## src/rtl/mac_unit_if.sv

```systemverilog
// Operand/result bundle between the loader side and the dot-product engine.
// The loader (master) drives the operand arrays, enable, start and the observed
// data bus; the engine (slave) returns the result word and its finish strobe.
interface mac_unit_if #(
    parameter int word_size = 16,
    parameter int bus_width = 32,
    parameter int num_mul   = 12
);
    logic [word_size-1:0] wt [num_mul:1];
    logic [word_size-1:0] x  [num_mul:1];
    logic                 en;
    logic                 start;
    logic [bus_width-1:0] bus;
    logic [word_size-1:0] opt;
    logic                 finish;

    modport master (output wt, x, en, start, bus, input opt, finish);
    modport slave  (input wt, x, en, start, bus, output opt, finish);
endinterface

```

## src/rtl/mac_unit.sv

```systemverilog
// Sequential dot-product engine: one multiply-accumulate per enabled clock.
// Handshake: a rising edge on start while idle and enabled snapshots the operand
// arrays; num_mul enabled cycles later finish pulses for one enabled cycle with
// opt valid, and opt then holds until the next completion or reset.
module mac_unit #(
    parameter int word_size = 16,
    parameter int bus_width = 32,
    parameter int num_mul   = 12
) (
    input  logic                 clk,
    input  logic                 rst,
    mac_unit_if.slave            io,
    output logic                 dbg_state,
    output logic [bus_width-1:0] dbg_bus
);
    localparam int idx_w = $clog2(num_mul + 1);

    typedef enum logic {IDLE = 1'b0, ACC = 1'b1} state_t;

    state_t                 state_q, state_d;
    logic [idx_w-1:0]       idx_q;
    logic [bus_width-1:0]   buffer_q;
    logic [bus_width-1:0]   sum;
    logic [2*word_size-1:0] prod;
    logic [word_size-1:0]   wt_buff [num_mul:1];
    logic [word_size-1:0]   x_buff  [num_mul:1];
    logic [word_size-1:0]   opt_q;
    logic                   finish_q;
    logic                   start_q;
    logic                   trigger;
    logic                   last;
    logic [bus_width-1:0]   bus_q;

    // Next-state logic, start-edge detect and the multiply-add term.
    always_comb begin
        state_d = state_q;
        trigger = 1'b0;
        last    = 1'b0;
        prod    = {{word_size{1'b0}}, wt_buff[idx_q]} * {{word_size{1'b0}}, x_buff[idx_q]};
        sum     = buffer_q + bus_width'(prod);
        case (state_q)
            IDLE: begin
                trigger = io.start & ~start_q & io.en;
                if (trigger) state_d = ACC;
            end
            ACC: begin
                last = io.en & (idx_q == idx_w'(num_mul));
                if (last) state_d = IDLE;
            end
            default: state_d = IDLE;
        endcase
    end

    // State register; a disabled cycle freezes the FSM.
    always_ff @(posedge clk) begin
        if (rst)        state_q <= IDLE;
        else if (io.en) state_q <= state_d;
    end

    // Operand snapshot, accumulator, index, result and finish strobe.
    always_ff @(posedge clk) begin
        if (rst) begin
            opt_q    <= '0;
            finish_q <= 1'b0;
            buffer_q <= '0;
            idx_q    <= idx_w'(1);
            start_q  <= 1'b0;
            for (int i = 1; i <= num_mul; i++) begin
                wt_buff[i] <= '0;
                x_buff[i]  <= '0;
            end
        end else if (io.en) begin
            start_q  <= io.start;
            finish_q <= last;
            if (trigger) begin
                wt_buff  <= io.wt;
                x_buff   <= io.x;
                buffer_q <= '0;
                idx_q    <= idx_w'(1);
            end else if (state_q == ACC) begin
                buffer_q <= sum;
                idx_q    <= idx_q + idx_w'(1);
                if (last) opt_q <= sum[word_size-1:0];
            end
        end
    end

    // Loader bus is only observed; its last value is exposed for debug.
    always_ff @(posedge clk) begin
        if (rst) bus_q <= '0;
        else     bus_q <= io.bus;
    end

    assign io.opt    = opt_q;
    assign io.finish = finish_q;
    assign dbg_state = (state_q == ACC);
    assign dbg_bus   = bus_q;
endmodule

```

## src/flat_wrapper.sv

```systemverilog
// flat-port wrapper written by rule: the top's interface ports become plain ports
module mac_unit_flat 
#(
    parameter int word_size = 16,
    parameter int bus_width = 32,
    parameter int num_mul   = 12
)
  (clk, rst, dbg_state, dbg_bus, io_wt, io_x, io_en, io_start, io_bus, io_opt, io_finish);
  mac_unit_if #(.word_size(word_size), .bus_width(bus_width), .num_mul(num_mul)) io_i ();
  input  logic clk;
  input  logic rst;
  output logic dbg_state;
  output logic [bus_width-1:0] dbg_bus;
  input wire logic [$bits(io_i.wt)-1:0] io_wt;
  input wire logic [$bits(io_i.x)-1:0] io_x;
  input wire logic [$bits(io_i.en)-1:0] io_en;
  input wire logic [$bits(io_i.start)-1:0] io_start;
  input wire logic [$bits(io_i.bus)-1:0] io_bus;
  output wire logic [$bits(io_i.opt)-1:0] io_opt;
  output wire logic [$bits(io_i.finish)-1:0] io_finish;
  assign io_i.wt = {>>{io_wt}};
  assign io_i.x = {>>{io_x}};
  assign io_i.en = io_en;
  assign io_i.start = io_start;
  assign io_i.bus = io_bus;
  assign io_opt = io_i.opt;
  assign io_finish = io_i.finish;
  mac_unit #(.word_size(word_size), .bus_width(bus_width), .num_mul(num_mul)) u_core (.clk(clk), .rst(rst), .io(io_i), .dbg_state(dbg_state), .dbg_bus(dbg_bus));
endmodule
```

## config.mk

```make
export PLATFORM = sky130hd
export DESIGN_NAME = mac_unit_flat
export DESIGN_NICKNAME = d
export VERILOG_FILES = /design/src/rtl/mac_unit_if.sv /design/src/rtl/mac_unit.sv /design/src/flat_wrapper.sv
export SDC_FILE = /design/constraint.sdc
export NUM_CORES = 1
export LEC_CHECK = 0
export ABC_CLOCK_PERIOD_IN_PS = 7100
export BUFFER_PORTS_ARGS = -buffer_cell sky130_fd_sc_hd__clkbuf_2
export CAP_MARGIN = 5
export CORE_MARGIN = 4
export CORE_UTILIZATION = 50
export CTS_CLUSTER_SIZE = 20
export DETAILED_ROUTE_END_ITERATION = 16
export PLACE_DENSITY_LB_ADDON = 0.05
export SETUP_SLACK_MARGIN = 0.2
export SYNTH_ARGS = -nofsm -noshare
export SYNTH_HDL_FRONTEND = slang
export SYNTH_SLANG_ARGS = --single-unit
```

## constraint.sdc

```tcl
create_clock -name clk -period 7.1 [get_ports clk]
set_input_delay 0.71 -clock clk [delete_from_list [all_inputs] [get_ports clk]]
set_output_delay 0.71 -clock clk [all_outputs]
set_load 0.05 [all_outputs]
```

# Yosys cells after proc, flatten, opt, wreduce, memory -nomap -nowiden
# Index checks and enable logic that the tools add are counted.
dict set report word_totals {
  ff_bits 471
  wordCells 59
}
dict set report op_classes {
  addsub 2
  multipliers 1
  n_lt_le_gt_ge 1
  eq_ne 1
  n_mux 13
  bitwise_logic 6
  n_reduce_logical 4
}
# cell n
set ops {}
lappend ops {{$bmux 16 s4} 2}
lappend ops {{$mux 32} 2}
lappend ops {{$add 32x32->32} 1}
lappend ops {{$mul 16x16->32} 1}
lappend ops {{$mux 16} 2}
lappend ops {{$mux 4} 2}
lappend ops {{$lt 4x5->1 const B} 1}
lappend ops {{$add 4x1->4 const B} 1}
lappend ops {{$eq 4x4->1 const B} 1}
lappend ops {{$mux 1} 4}
lappend ops {{$reduce_and 2->1} 2}
lappend ops {{$reduce_and 4->1} 1}
lappend ops {{$and 1x1->1} 3}
lappend ops {{$not 1->1} 3}
lappend ops {{$pmux 1 s2} 1}
lappend ops {{$reduce_bool 2->1} 1}

# Depth between registers and ports, before layout
dict set report depth {
  ltp_word 6
  depth_mapped 33
  depth_no_buf 27
}

# Worst setup path before layout
# OpenSTA, ideal clock, no wires.
dict set report synth_timing {
  path_kind {register to register}
  start {register u_core.idx_q[1]}
  end {register u_core.buffer_q[15]}
  setup_ps 88
  arrival_ps 6661
  required_time_ps 7012
  slack_ps 352
  path_stages_with_launch 28
  n_path_buf 6
  path_cell_list {dfxtp_1 buf_6 buf_12 buf_6 buf_6 buf_2 mux2_1 a221oi_1 nor3_1 a21oi_1 clkbuf_1 nand2b_1 fa_1 inv_1 fa_1 inv_1 fa_1 fa_1 fa_1 fa_1 xor2_1 xnor2_1 xnor2_1 xnor2_1 xnor2_1 xnor2_2 xnor3_1 o31ai_1}
}
dict set report synth_between {
  elab_chain_cells 6
  word_cells_on_any_way 8
  cone_classes {1 x add/sub; 1 x mul; 6 x mux}
}
# item line
set synth_rtl {}
lappend synth_rtl {{from (decl)} mac_unit.sv:21} ;# logic [idx_w-1:0] idx_q;
lappend synth_rtl {{from (signal assigned)} mac_unit.sv:66} ;# idx_q <= idx_w'(1);
lappend synth_rtl {{from (signal assigned)} mac_unit.sv:79} ;# idx_q <= idx_w'(1);
lappend synth_rtl {{from (signal assigned)} mac_unit.sv:82} ;# idx_q <= idx_q + idx_w'(1);
lappend synth_rtl {{$bmux 16 s4} mac_unit.sv:39} ;# prod = {{word_size{1'b0}}, wt_buff[idx_q]} * {{word_size{1'b0}}, x_buff[idx_q]};
lappend synth_rtl {{$mux 16 (not written as such)} mac_unit.sv:39}
lappend synth_rtl {{$mul 16x16->32 (*)} mac_unit.sv:39}
lappend synth_rtl {{$add 32x32->32 (*)} mac_unit.sv:40} ;# sum = buffer_q + bus_width'(prod);
lappend synth_rtl {{$mux 32 (*)} mac_unit.sv:80} ;# end else if (state_q == ACC) begin
lappend synth_rtl {{$mux 32 (*)} mac_unit.sv:75} ;# if (trigger) begin
lappend synth_rtl {{to (signal assigned)} mac_unit.sv:81} ;# buffer_q <= sum;
lappend synth_rtl {{to (decl)} mac_unit.sv:22} ;# logic [bus_width-1:0] buffer_q;
# Mark *: on every way between the ends. The rest lies on a longest branch, timed or not. The select of a mux whose other input is x is not followed.
# A chain may end at the register's enable or synchronous reset.

# Worst setup path in the final report
dict set report layout_timing {
  start {register u_core.idx_q[1]}
  end {register u_core.buffer_q[14]}
}
# The elaborated chain is that of the path after synthesis.

==> impl_metrics.toml <==
[run_status]
status = "finished clean"

[critical_path]
cp_top_family = "adder cells"
endpoint_kind = "flip-flop"
cp.required_ps = 7570
critPathMaxStageDelay_ps = 520
critical_path_class = "reg2reg"
crit_end = "u_core.buffer_q[14]"
critPathBufInv = 7
slowest_stage = "fa_1"
rrSetupSlack_ps = 390
crit_start = "u_core.idx_q[1]"
r2r_start = "u_core.idx_q[1]"
r2r-end = "u_core.buffer_q[14]"
critPathMaxFanout = 12
critPathMostFrequentCell = "fa_1"
crit_cells = 25
reg2reg_depth = 25
arrival_ps = 7180
worstSetupStartpointType = "flip-flop"

[die]
start_util_pct = 50.91
ioPinCount = 470
rows = 78
fp.dieW_um = 223.7
fp.coreArea_um2 = 45670
die_h_um = 223.7
die_area_um2 = 50020

[sta]
tns_ps = 0
rsz0062_at_grt = "yes"
fin_crit_sh_pct = 94.49
min_period_ps = 6709
hold_viol_final = 0
tightest_slew_ps = 1319
setup_violations = 0
clock-skew-final_ps = 23.10
drv_slew = 0
slew_headroom_pct = 12.07
fmax_mhz = 149.1
layout_setup_ws_ps = 390.9

[worst_hold_path]
worstHoldPathType = "in2reg"
min-delay-start = "io_bus[2]"

[synthesis]
yosysWarningCount = 0
ys_seq_area_share_pct = 39.17
synth.area.top_cells = "dfxtp_1 (39%), nand2_1 (13%), a21oi_1 (9.1%)"
synth_top_area_cell = "dfxtp_1"
synth_top_area_share_pct = 39.17
synth.distinct_cells = 75
synth_edf_count = 0
synth_area_per_cell_um2 = 8.304
syn_area_um2 = 23250
synthCells = 2800
synth-seq-cells = 455
synth_ff_type = "dfxtp_1"
synth_nets = 3368
synthArstFlopShare_pct = 0

[clock_tree]
cts_tree = "built"
ctsHoldBuffers = 0
cts_buffers = 48
htreeDepth = 2
ctsRootBufferMaster = "clkbuf_16"
cts_max_path_buffers = 3
clk_pin_slew_ps = 60
worstSkewPairLatency_ps = 600
cts_sinks = 455

[power]
total_power_mw = 6.049
leakagePower_nw = 11.60
peakVddDrop_uv = 255.6
p_per_area_nw_per_um2 = 214.4

[route]
drt_wl_total_um = 77690
drt_iter0_drc = 1583
drt_pre_antenna_iters = 8
vias_per_cell = 5.389
num_vias = 20800
ant_nets = 0
drc = 0
wl_per_cell_um = 20.13

[grt]
grt_usage_pct = 29.75
grt_max_degree = 250
grt_overflow = 0
grt_pass1_vias = 20910
antenna_found_initial = 3
grt_first_pass_wirelength_um = 117100

[job]
maxCapViolCount = 0

[layout]
fill_cells = 4178
regArea_um2 = 9121
drive_gt1_share_pct = 23.97
final_nets = 3790
final_area_um2 = 28210
multi_input_comb_area_um2 = 12710
synthToLayoutAreaGrowth_pct = 21.32

[place]
dpl_worst_slack_ps = 15.64
gp_congestion = 0.8997
portBuffers = 469
hpwl_um = 57720
placed_area_um2 = 26200
repair_timing:
action                                  in CTS  in global routing
cloned                                       1                  1
pin swaps                                    1                  8
endpoints found under the setup margin       6                  8
gates resized for setup                      6                 48
buffers inserted                             1                 17
state kept, by name, indices dropped and copies added, names as in the netlist:
signal,cells
u_core.dbg_bus,32
u_core.io.finish,1
u_core.x_buff,192
u_core.wt_buff,192
u_core.dbg_state,1
u_core.buffer_q,16
u_core.io.opt,16
u_core.idx_q,4
u_core.start_q,1
cells in the final DEF (no fill, tap or decap), drive strengths merged, types with 27 or more instances in the layout:
cell    instances
a21oi         422
a221oi         27
buf           111
clkbuf        542
dfxtp         455
fa             94
ha             54
inv           160
mux2           43
mux2i          56
mux4           34
nand2         805
nand2b         31
nor2          130
nor2b          55
o21ai          38
xnor2          29
power by group:
group,switching [mW],internal [mW]
clock,1.06,1.47
sequential,0.0617,2.67
combinational,0.481,0.311
total,1.61,4.44
cell type report:
cell class | count | area share (%)
repair buffers | 580 | 12.15
multi-input cells | 1978 | 45.07
well taps | 600 | 2.661
clock inverters | 12 | 0.5721
inverters | 159 | 2.129
flip-flops and latches | 455 | 32.33
diodes | 2 | 0.01774
clock buffers | 74 | 5.069
worst register-to-register path: cells and delay by family (launching register included):
family                     cells  cell delay, ps
adders and majority gates      7            3010
AOI/OAI and AO/OA              6            1210
buffers and inverters          7             840
and+or+nand+nor                4             760
DFF                            1             420
muxes                          1             350
cells by family (layout without fill, tap and decap cells):
| logic type | Yosys count | count (layout) | share of synthesized area (%) |
|---|---|---|---|
| multiplexers | 133 | 133 | 7.851 |
| buffers and inverters | 367 | 825 | 6.920 |
| AND/OR/NAND/NOR | 1073 | 1073 | 18.90 |
| AO/OA/AOI/OAI | 586 | 586 | 14.49 |
| XOR/XNOR | 38 | 38 | 1.673 |
| adder cells (fa/ha/maj) | 148 | 148 | 11.00 |
| other | 0 | 2 | 0 |
| flip-flops | 455 | 455 | 39.17 |
layer usage:
layer  share of wire (%)  global-route usage, %  vias to the layer above
met5               0.014                      0                        -
met4                 4.8                  13.84                        2
met3                 6.4                  5.582                      176
met2                  47                  48.79                      672
met1                  41                  38.33                     9949
li1                    -                      -                    10000
how the worst min path moves through the flow:
| stage | end | depth (start not counted) |
|---|---|---|
| global placement | u_core.x_buff[58] | 2 |
| CTS | u_core.dbg_bus[0] | 2 |
| global route | u_core.wt_buff[105] | 3 |
| finish | u_core.dbg_bus[2] | 2 |
| floorplan | u_core.wt_buff[188] | 2 |
| detailed placement | u_core.x_buff[45] | 2 |
metrics by stage:
step | hold slack (ps) | util [%] | instances
global route | 312.3 | 61.75 | 3858
global placement | 439.1 | 57.37 | 3752
detailed placement | 444.0 | 57.37 | 3752
finish | 321.1 | 61.77 | 3860
floorplan | 431.7 | - | 2800
CTS | 295.1 | 61.00 | 3840
cell usage after synthesis (7+ instances only):
| cell | number |
|---|---|
| o21a_1 | 7 |
| xnor2_1 | 27 |
| o21ai_1 | 7 |
| or2_2 | 11 |
| buf_1 | 8 |
| a21oi_1 | 422 |
| ha_1 | 54 |
| o31ai_1 | 9 |
| nand2_1 | 805 |
| o21ai_0 | 27 |
| mux4_2 | 34 |
| buf_4 | 8 |
| buf_2 | 16 |
| inv_1 | 156 |
| clkbuf_1 | 157 |
| nor3_1 | 18 |
| a221oi_1 | 24 |
| nand2b_1 | 31 |
| mux2i_1 | 56 |
| buf_6 | 12 |
| nand3b_1 | 7 |
| dfxtp_1 | 455 |
| o22ai_1 | 16 |
| a22oi_1 | 21 |
| mux2_1 | 21 |
| nor2b_1 | 52 |
| fa_1 | 94 |
| mux2_2 | 18 |
| nor2_1 | 129 |
No activity file was read; power rests on OpenSTA's default activity.
